===== src/rtl/uart_tx_arbiter_pkg.sv =====
// Shared definitions for the uart_tx_arbiter slice: FSM state type and width helper.
// Build option: UART_ARB_FIXED_PRIO_EN selects lowest-index priority instead of round-robin.
package uart_tx_arbiter_pkg;

  typedef enum logic [1:0] {
    ST_IDLE,
    ST_START,
    ST_WAIT,
    ST_HOLD
  } arb_state_e;

  localparam int unsigned DEF_NUM_REQ      = 4;
  localparam int unsigned DEF_NB_DATA      = 8;
  localparam int unsigned DEF_HOLD_TIMEOUT = 1024;

  // Bits needed to index v distinct values (minimum 1).
  function automatic int unsigned clog2(input int unsigned v);
    int unsigned r;
    r = 1;
    for (int unsigned i = 1; i < 32; i++) begin
      if ((32'd1 << i) < v) r = i + 1;
    end
    return r;
  endfunction

endpackage


===== src/rtl/uart_tx_arbiter_rr_arbiter.sv =====
// Combinational requester picker: first request at or after i_ptr (wrapping), or
// lowest-index request when UART_ARB_FIXED_PRIO_EN is defined.
module rr_arbiter
  import uart_tx_arbiter_pkg::*;
#(
  parameter int unsigned NUM_REQ = DEF_NUM_REQ,
  parameter int unsigned IDXW    = clog2(NUM_REQ)
) (
  input  logic [NUM_REQ-1:0] i_req,
  input  logic [IDXW-1:0]    i_ptr,
  output logic [NUM_REQ-1:0] o_grant,
  output logic [IDXW-1:0]    o_idx,
  output logic               o_any
);

`ifdef UART_ARB_FIXED_PRIO_EN
  logic unused_ptr;
  assign unused_ptr = ^i_ptr;

  always_comb begin
    o_grant = '0;
    o_idx   = '0;
    o_any   = 1'b0;
    for (int unsigned i = 0; i < NUM_REQ; i++) begin
      if (!o_any && i_req[i]) begin
        o_grant[i] = 1'b1;
        o_idx      = IDXW'(i);
        o_any      = 1'b1;
      end
    end
  end
`else
  int unsigned k;

  always_comb begin
    o_grant = '0;
    o_idx   = '0;
    o_any   = 1'b0;
    k       = 0;
    for (int unsigned i = 0; i < NUM_REQ; i++) begin
      k = (32'(i_ptr) + i) % NUM_REQ;
      if (!o_any && i_req[k[IDXW-1:0]]) begin
        o_grant[k[IDXW-1:0]] = 1'b1;
        o_idx                = k[IDXW-1:0];
        o_any                = 1'b1;
      end
    end
  end
`endif

endmodule


===== src/rtl/uart_tx_arbiter.sv =====
// Packet-granular arbiter sharing one uart_tx among NUM_REQ byte producers.
// Build option: UART_ARB_FIXED_PRIO_EN (fixed priority; no round-robin pointer).
module uart_tx_arbiter
  import uart_tx_arbiter_pkg::*;
#(
  parameter int unsigned NUM_REQ      = DEF_NUM_REQ,
  parameter int unsigned NB_DATA      = DEF_NB_DATA,
  parameter int unsigned HOLD_TIMEOUT = DEF_HOLD_TIMEOUT
) (
  input  logic                       i_clk,
  input  logic                       i_reset,
  input  logic [NUM_REQ-1:0]         i_valid,
  input  logic [NUM_REQ*NB_DATA-1:0] i_data,
  input  logic [NUM_REQ-1:0]         i_last,
  output logic [NUM_REQ-1:0]         o_ready,
  output logic [NUM_REQ-1:0]         o_grant,
  output logic                       o_busy,
  output logic                       o_tx_start,
  output logic [NB_DATA-1:0]         o_tx_data,
  input  logic                       i_tx_done
);

  localparam int unsigned IDXW = clog2(NUM_REQ);
  localparam int unsigned CNTW = clog2(HOLD_TIMEOUT);

  arb_state_e         state_q, state_d;
  logic [IDXW-1:0]    owner_q, owner_d;
  logic [NUM_REQ-1:0] grant_q, grant_d;
  logic [NB_DATA-1:0] data_q, data_d;
  logic               last_q, last_d;
  logic [CNTW-1:0]    cnt_q, cnt_d;

  logic [NUM_REQ-1:0] arb_grant;
  logic [IDXW-1:0]    arb_idx;
  logic               arb_any;
  logic [IDXW-1:0]    arb_ptr;
  logic [IDXW-1:0]    owner_nxt;

`ifdef UART_ARB_FIXED_PRIO_EN
  assign arb_ptr = '0;
`else
  logic [IDXW-1:0] ptr_q, ptr_d;
  assign arb_ptr = ptr_q;
`endif

  rr_arbiter #(
    .NUM_REQ (NUM_REQ),
    .IDXW    (IDXW)
  ) u_rr_arbiter (
    .i_req   (i_valid),
    .i_ptr   (arb_ptr),
    .o_grant (arb_grant),
    .o_idx   (arb_idx),
    .o_any   (arb_any)
  );

  assign owner_nxt = (owner_q == IDXW'(NUM_REQ - 1)) ? '0 : owner_q + 1'b1;

  always_ff @(posedge i_clk) begin
    if (i_reset) begin
      state_q <= ST_IDLE;
      owner_q <= '0;
      grant_q <= '0;
      data_q  <= '0;
      last_q  <= 1'b0;
      cnt_q   <= '0;
`ifndef UART_ARB_FIXED_PRIO_EN
      ptr_q   <= '0;
`endif
    end else begin
      state_q <= state_d;
      owner_q <= owner_d;
      grant_q <= grant_d;
      data_q  <= data_d;
      last_q  <= last_d;
      cnt_q   <= cnt_d;
`ifndef UART_ARB_FIXED_PRIO_EN
      ptr_q   <= ptr_d;
`endif
    end
  end

  always_comb begin
    state_d = state_q;
    owner_d = owner_q;
    grant_d = grant_q;
    data_d  = data_q;
    last_d  = last_q;
    cnt_d   = cnt_q;
`ifndef UART_ARB_FIXED_PRIO_EN
    ptr_d   = ptr_q;
`endif
    o_ready = '0;

    unique case (state_q)
      ST_IDLE: begin
        if (arb_any) begin
          o_ready = arb_grant;
          owner_d = arb_idx;
          grant_d = arb_grant;
          data_d  = i_data[arb_idx*NB_DATA +: NB_DATA];
          last_d  = i_last[arb_idx];
          state_d = ST_START;
        end
      end
      ST_START: state_d = ST_WAIT;
      ST_WAIT: begin
        if (i_tx_done) begin
          if (last_q) begin
            state_d = ST_IDLE;
            grant_d = '0;
`ifndef UART_ARB_FIXED_PRIO_EN
            ptr_d   = owner_nxt;
`endif
          end else begin
            state_d = ST_HOLD;
            cnt_d   = '0;
          end
        end
      end
      ST_HOLD: begin
        // Owner keeps the transmitter between bytes; a byte arriving on the
        // timeout cycle still wins over the release.
        o_ready = grant_q;
        if (i_valid[owner_q]) begin
          data_d  = i_data[owner_q*NB_DATA +: NB_DATA];
          last_d  = i_last[owner_q];
          state_d = ST_START;
        end else if (cnt_q == CNTW'(HOLD_TIMEOUT - 1)) begin
          state_d = ST_IDLE;
          grant_d = '0;
`ifndef UART_ARB_FIXED_PRIO_EN
          ptr_d   = owner_nxt;
`endif
        end else begin
          cnt_d = cnt_q + 1'b1;
        end
      end
      default: state_d = ST_IDLE;
    endcase
  end

  assign o_grant    = grant_q;
  assign o_busy     = (state_q != ST_IDLE);
  assign o_tx_start = (state_q == ST_START);
  assign o_tx_data  = data_q;

  logic unused_owner_nxt;
  assign unused_owner_nxt = ^owner_nxt;

endmodule

===== config.mk =====
export PLATFORM = sky130hd
export DESIGN_NAME = uart_tx_arbiter
export DESIGN_NICKNAME = d
export VERILOG_FILES = /design/src/rtl/uart_tx_arbiter_pkg.sv /design/src/rtl/uart_tx_arbiter_rr_arbiter.sv /design/src/rtl/uart_tx_arbiter.sv
export SDC_FILE = /design/constraint.sdc
export NUM_CORES = 1
export LEC_CHECK = 0
export BUFFER_PORTS_ARGS = -buffer_cell sky130_fd_sc_hd__buf_2
export CAP_MARGIN = 30
export CORE_UTILIZATION = 35
export CTS_CLUSTER_DIAMETER = 150
export DETAILED_ROUTE_END_ITERATION = 8
export PLACE_DENSITY = 0.58
export SLEW_MARGIN = 20
export SYNTH_ARGS = -nofsm -noshare
export SYNTH_HDL_FRONTEND = slang
export SYNTH_HIERARCHICAL = 1
export SYNTH_SLANG_ARGS = --single-unit

===== constraint.sdc =====
create_clock -name i_clk -period 3.5 [get_ports i_clk]
set_input_delay 0.175 -clock i_clk [delete_from_list [all_inputs] [get_ports i_clk]]
set_output_delay 0.175 -clock i_clk [all_outputs]
set_load 0.01 [all_outputs]

==> metrics.md, run 1 <==
| Metric | Value |
|---|---|
| Top cells by count, synth | dfxtp_1 (29), nor2_1 (20), nand2_1 (18) |
| Num CTS Buffers | 5 |
| Cells after synthesis | 239 |
| Max_slew headroom | 41.8% |
| Via count | 2158 |
| First-pass GRT wire length | 9290 um |
| Maximum vdd ir drop | 0.000240 V |
| Syn nets | 293 |
| Setup TNS | 0 ns |
| HP Class | input port to register |
| # H-tree levels | 2 |
| CP Launch Type | register |
| Area Overhead vs Synth | 21.6% |
| Critical Path AT | 3.20 ns |
| Average size of a mapped cell | 9.42 um^2 |
| WL final | 5570 um |
| Pins Over Slew Limit | 0 |
| Core area | 0.00606 mm^2 |
| Ys Warns | 6 |
| Status | completed |
| Synth Register Bits | 29 |
| Clk sinks | 29 |
| PwrDens | 541 mW/mm^2 |
| Congestion Overflow GR | 0 |
| Worst setup EP type | register |
| Vias in the first global route | 2008 |
| Gr usage total | 17.8% |
| DRC Markers | 0 |
| Seq/Total Area, Yosys | 25.8% |
| Clock root cell | clkbuf_8 |
| Routability cong. | 0.770 |
| Die Y | 82.2 um |
| Die area | 0.00676 mm^2 |
| WHS | 0.328 ns |
| Cell taking the most area after synthesis | dfxtp_1 |
| Reg2reg start | arb_ptr[1] |
| Xor/xnor share of the synthesized area | 0% |
| CP delay by family, top | multiplexers |
| Dpl cells | 365 |
| WL per Instance | 14.9 um |
| Fin cells | 373 |
| Peak Freq | 329 MHz |
| Post-Syn Area | 0.00225 mm^2 |
| Mux contribution to synthesized area | 24.4% |
| Port Buffer Count | 60 |
| Post-Synth Adder-Cell Area | 6.11% |
| Worst Max-Slew Pin Slew | 0.873 ns |
| Synth top area cells | dfxtp_1 (26%), mux4_2 (12%), ha_1 (6.1%) |
| # rows | 28 |
| Diode count | 0 |
| DR vias/cell | 5.79 |
| Post-synth EDFFs | 0 |
| Worst-path clk slew | 0.07 ns |
| Max Cap Viol | 0 |
| Layout Utilization | 45.2% |
| CP max stage cell | mux4_1 |
| CTS tree | built |
| Fin area | 0.00274 mm^2 |
| Clk Latency, worst-skew pair | 0.29 ns |
| Post-Synth Simple-Gate Area | 16.3% |
| CP required | 3.66 ns |
| Post_cts resized | 0 |
| Final Critical Period | 3.04 ns |
| I/O Pins | 61 |
| Initial antenna violation count | 0 |
| Count leader, synth | dfxtp_1 |
| Slowest stage delay, CP | 0.66 ns |
| Die width | 82.2 um |
| Post-synthesis compound-gate area fraction | 22.1% |
| CP cell instances | buf_4 > mux4_1 > and2b_2 > o21ai_0 > o31ai_1 > mux2i_2 > buf_4 > mux4_2 > mux2i_1 > nor2_1 |
| Placed cell area | 0.00261 mm^2 |
| Final period util | 86.9% |
| Final Hold Fails | 0 |
| Post-place setup slack | 0.471 ns |
| Final Power | 1.48 mW |
| Leakage | 1.11 nW |
| Max FO, Critical Path | 8 |
| Post-synth top area share | 25.8% |
| Cell mode on critical path | buf_4 |
| Crit. Startpoint | arb_ptr[1] |
| Share of layout cells above drive strength 1 | 32.2% |
| Top_reg_cell synth | dfxtp_1 |
| Buf/Inv on CP | 2 |
| Largest family of logic cells by synthesized area | multiplexers |
| Crit path kind | register to register |
| Hold_sp | i_tx_done |
| Setup violators final | 0 |
| TritonRoute pass-1 iters | 4 |
| Synth unique cells | 48 |
| Fin Clk Skew | 0.00695 ns |
| Async S/R FF share, synth | 0% |
| Setup ws final | 0.457 ns |
| Largest net degree at the start of global routing | 26 |
| Layout net count | 351 |
| Post-CTS Setup Inserts | 0 |
| Initial Util | 37.2% |
| DP HPWL | 4160 um |
| Longest Clk Path Bufs | 2 |
| DR iter-0 viols | 97 |
| Remaining antenna violation count | 0 |
| RSZ-0062 raised after global routing | no |
| Post-CTS Hold Fix Bufs | 0 |
-- power by group --
part / internal, mW / switching, mW / total, mW
clock: 0.283 / 0.136 / 0.418
sequential: 0.386 / 0.0438 / 0.430
combinational: 0.305 / 0.327 / 0.633
-- metal layers --
metal  up-vias  global-route usage (%)  part of all wire (%)
li1       1058                       -                     -
met1      1014                    23.8                    49
met2        79                    28.6                    44
met3         7                    4.62                   6.1
met4         0                    4.39                   1.2
met5         -                       0                     0
-- sequential cells by signal, indices dropped and copies added, names as in the netlist --
name       count
state_q        2
owner_q        2
o_grant        4
arb_ptr        2
o_tx_data      8
last_q         1
cnt_q         10
-- layout make-up --
class,count,area [um^2]
clock buffers,5,68.8
flip-flops and latches,29,581
multi-input cells,185,1550
clock inverters,3,65.1
repair buffers,65,338
fillers,601,3320
well taps,75,93.8
inverters,11,41.3
-- cells by family after synthesis --
kind of cell | Yosys count
AOI/OAI and AO/OA | 69
muxes | 34
and+or+nand+nor | 71
buffers and inverters | 25
DFF | 29
adders and majority gates | 11
-- layout by cell type, fill, tap and decap left out, types with 7 or more instances in the layout --
cell / netlist / final
mux4_2: 12 / 12
nand2_1: 18 / 18
mux2i_1: 13 / 13
inv_1: 11 / 11
o21ai_0: 8 / 7
a21oi_1: 12 / 12
ha_1: 11 / 11
a22oi_1: 9 / 9
nand3_1: 8 / 8
buf_2: 3 / 60
dfxtp_1: 29 / 29
nor2_1: 20 / 20
-- path summary, 6_finish.rpt --
path / endpoint / slack (ns) / cells after the start
worst max-delay path: o_tx_data[3] / 0.46 / 10
worst min-delay path: state_q[1] / 0.33 / 5
worst max register to register: o_tx_data[3] / 0.46 / 10
worst min register to register: o_tx_data[7] / 0.49 / 2
-- worst min-delay path, delay by kind of cell --
| kind | cells | cell delay (ns) |
|---|---|---|
| AO/OA/AOI/OAI | 2 | 0.12 |
| buffers and inverters | 2 | 0.18 |
| AND/OR/NAND/NOR | 1 | 0.09 |
Power figures use the tool's default switching activity.
==> inputs of run 2 (changes only) <==
Settings changed: CORE_UTILIZATION 35 to 53, PLACE_DENSITY 0.58 to 0.81.
==> run 2 against run 1 <==
  * Die area fell by 33%
  * Cell area shrank 2.9%
  * Critical path type unchanged
  * Global-route usage grew 8.5 points
  * Combinational power hardly changed
  * Worst hold slack got worse by 0.024 ns
  * Sequential power about the same
  * Highest routed layer unchanged
  * First-iteration DRC count increased by 52%
  * Critical path depth grew 1
  * Clock skew up 0.0016 ns
==> metrics.md, run 2 (synthesis results as in run 1) <==
| Metric | Value |
|---|---|
| Worst-path clk slew | 0.07 ns (about the same) |
| CP required | 3.67 ns (about the same) |
| Critical Path AT | 3.43 ns (+0.23 ns) |
| Post-CTS Hold Fix Bufs | 0 (unchanged) |
| Port Buffer Count | 60 (unchanged) |
| DR iter-0 viols | 147 (+52%) |
| Vias in the first global route | 2001 (-0.35%) |
| Diode count | 0 (unchanged) |
| Final Critical Period | 3.27 ns (+0.223 ns) |
| Max_slew headroom | 40.4% (-1.5 points) |
| CTS tree | built |
| Max FO, Critical Path | 10 (+2) |
| I/O Pins | 61 (unchanged) |
| Final Power | 1.34 mW (-9.7%) |
| RSZ-0062 raised after global routing | no |
| Worst setup EP type | register |
| Num CTS Buffers | 5 (unchanged) |
| GRT Max-Usage Layer | met2 |
| Area Overhead vs Synth | 18.1% |
| Die Y | 67.2 um (-18%) |
| Fin cells | 348 (-6.7%) |
| Gr usage total | 26.3% (+8.5 points) |
| Setup violators final | 0 (unchanged) |
| Leakage | 1.08 nW (-2.3%) |
| Initial antenna violation count | 0 (unchanged) |
| DP HPWL | 3900 um (-6.2%) |
| Dpl cells | 340 (-6.8%) |
| Final Hold Fails | 0 (unchanged) |
| Layout net count | 351 (unchanged) |
| WL per Instance | 15.0 um (+0.62%) |
| Die area | 0.00451 mm^2 (-33%) |
| Setup TNS | 0 ns (unchanged) |
| HP Class | input port to register |
| Routability cong. | 0.839 (+8.9%) |
| Pins Over Slew Limit | 0 (unchanged) |
| Die width | 67.2 um (-18%) |
| First-pass GRT wire length | 8880 um (-4.5%) |
| Clock root cell | clkbuf_8 |
| Fin Clk Skew | 0.00857 ns (+0.00161 ns) |
| Share of layout cells above drive strength 1 | 32.2% (unchanged) |
| DRC Markers | 0 (unchanged) |
| Longest Clk Path Bufs | 2 (unchanged) |
| TritonRoute pass-1 iters | 4 (unchanged) |
| Routing usage on met3 | 6.76% (+2.1 points) |
| Post_cts resized | 0 (unchanged) |
| Peak Freq | 306 MHz (-6.8%) |
| WL final | 5230 um (-6.1%) |
| Crit path kind | register to register |
| R2r setup slk | 0.23 ns (-0.22 ns) |
| # rows | 23 (-18%) |
| Maximum vdd ir drop | 0.000300 V (+25%) |
| Clk sinks | 29 (unchanged) |
| # H-tree levels | 2 (unchanged) |
| Fillers | 333 (-45%) |
| Largest net degree at the start of global routing | 26 (unchanged) |
| Largest register FFs | 10 (unchanged) |
| Remaining antenna violation count | 0 (unchanged) |
| Most common library cell in the layout ignoring fill and taps | buf_2 |
| Final period util | 93.3% (+6.4 points) |
| Via count | 2157 (-0.046%) |
| Congestion Overflow GR | 0 (unchanged) |
| PwrDens | 503 mW/mm^2 (-7.0%) |
| Clk Latency, worst-skew pair | 0.29 ns (about the same) |
| Core area | 0.00403 mm^2 (-34%) |
| Largest reg by FF count | cnt_q |
| Status | completed |
| Initial Util | 55.9% (+19 points) |
| Met2 GRT Util | 43.4% (+15 points) |
| Worst Max-Slew Pin Slew | 0.894 ns (+0.0218 ns) |
| Post-CTS Setup Inserts | 0 (unchanged) |
| Commonest cells after routing, fill and taps aside | buf_2 (60), dfxtp_1 (29), nor2_1 (20) |
| DR vias/cell | 6.20 (+7.1%) |
| Max Cap Viol | 0 (unchanged) |
| Met1 Use GR | 33.1% (+9.3 points) |
| CP Launch Type | register |
## run 2: cell types whose count changed in the layout (fill, tap and decap cells not counted)
cell        before  now
clkinvlp_4       0    1
clkinv_2         1    2
o21ai_0          7    8
bufinv_16        2    0
o21ai_1          1    0
## run 2: critical path, cell delays in order, from the launching register on
cell and delay [ns]:
dfxtp_1 0.50, inv_1 0.14, ha_1 0.36, mux4_2 0.39
and2b_2 0.28, o21ai_0 0.15, o31ai_1 0.17, mux2i_2 0.20
buf_4 0.24, mux4_2 0.52, mux2i_1 0.14, nor2_1 0.05
## run 2: layer usage
| layer | wire length, um | share of wire [%] |
|---|---|---|
| met1 | 2420 | 46 |
| met2 | 2380 | 45 |
| met3 | 354 | 6.8 |
| met4 | 72 | 1.4 |
| met5 | 0 | 0 |
## run 2: worst paths after layout
check / from / endpoint / cells past startpoint
setup / recovery: arb_ptr[1] / o_tx_data[7] / 11
hold / removal: i_reset / o_tx_data[5] / 2
setup reg to reg: arb_ptr[1] / o_tx_data[7] / 11
hold reg to reg: o_tx_data[3] / o_tx_data[3] / 2
## run 2: power by group
group | internal [mW] | switching (mW)
logic | 0.306 | 0.325
registers | 0.386 | 0.0427
clock network | 0.137 | 0.142
## run 2: cell type report
class	instances	area, um^2	area share (%)
tap	50	62.6	2.35
inverter	11	41.3	1.55
clock buffer	5	68.8	2.59
timing repair buffer	65	338	12.7
clock inverter	3	17.5	0.659
multi-input combinational	185	1550	58.3
sequential	29	581	21.8
## run 2: metrics by stage
stage	setup slack [ns]	hold WS, ns	cell area (um^2)	utilization (%)
after floorplan	0.298	0.362	2250	-
after global placement	0.387	0.471	2570	63.9
after detailed placement	0.255	0.484	2570	63.9
after CTS	0.233	0.305	2660	66.0
after global routing	0.0105	0.339	2660	66.0
final	0.234	0.305	2660	66.0
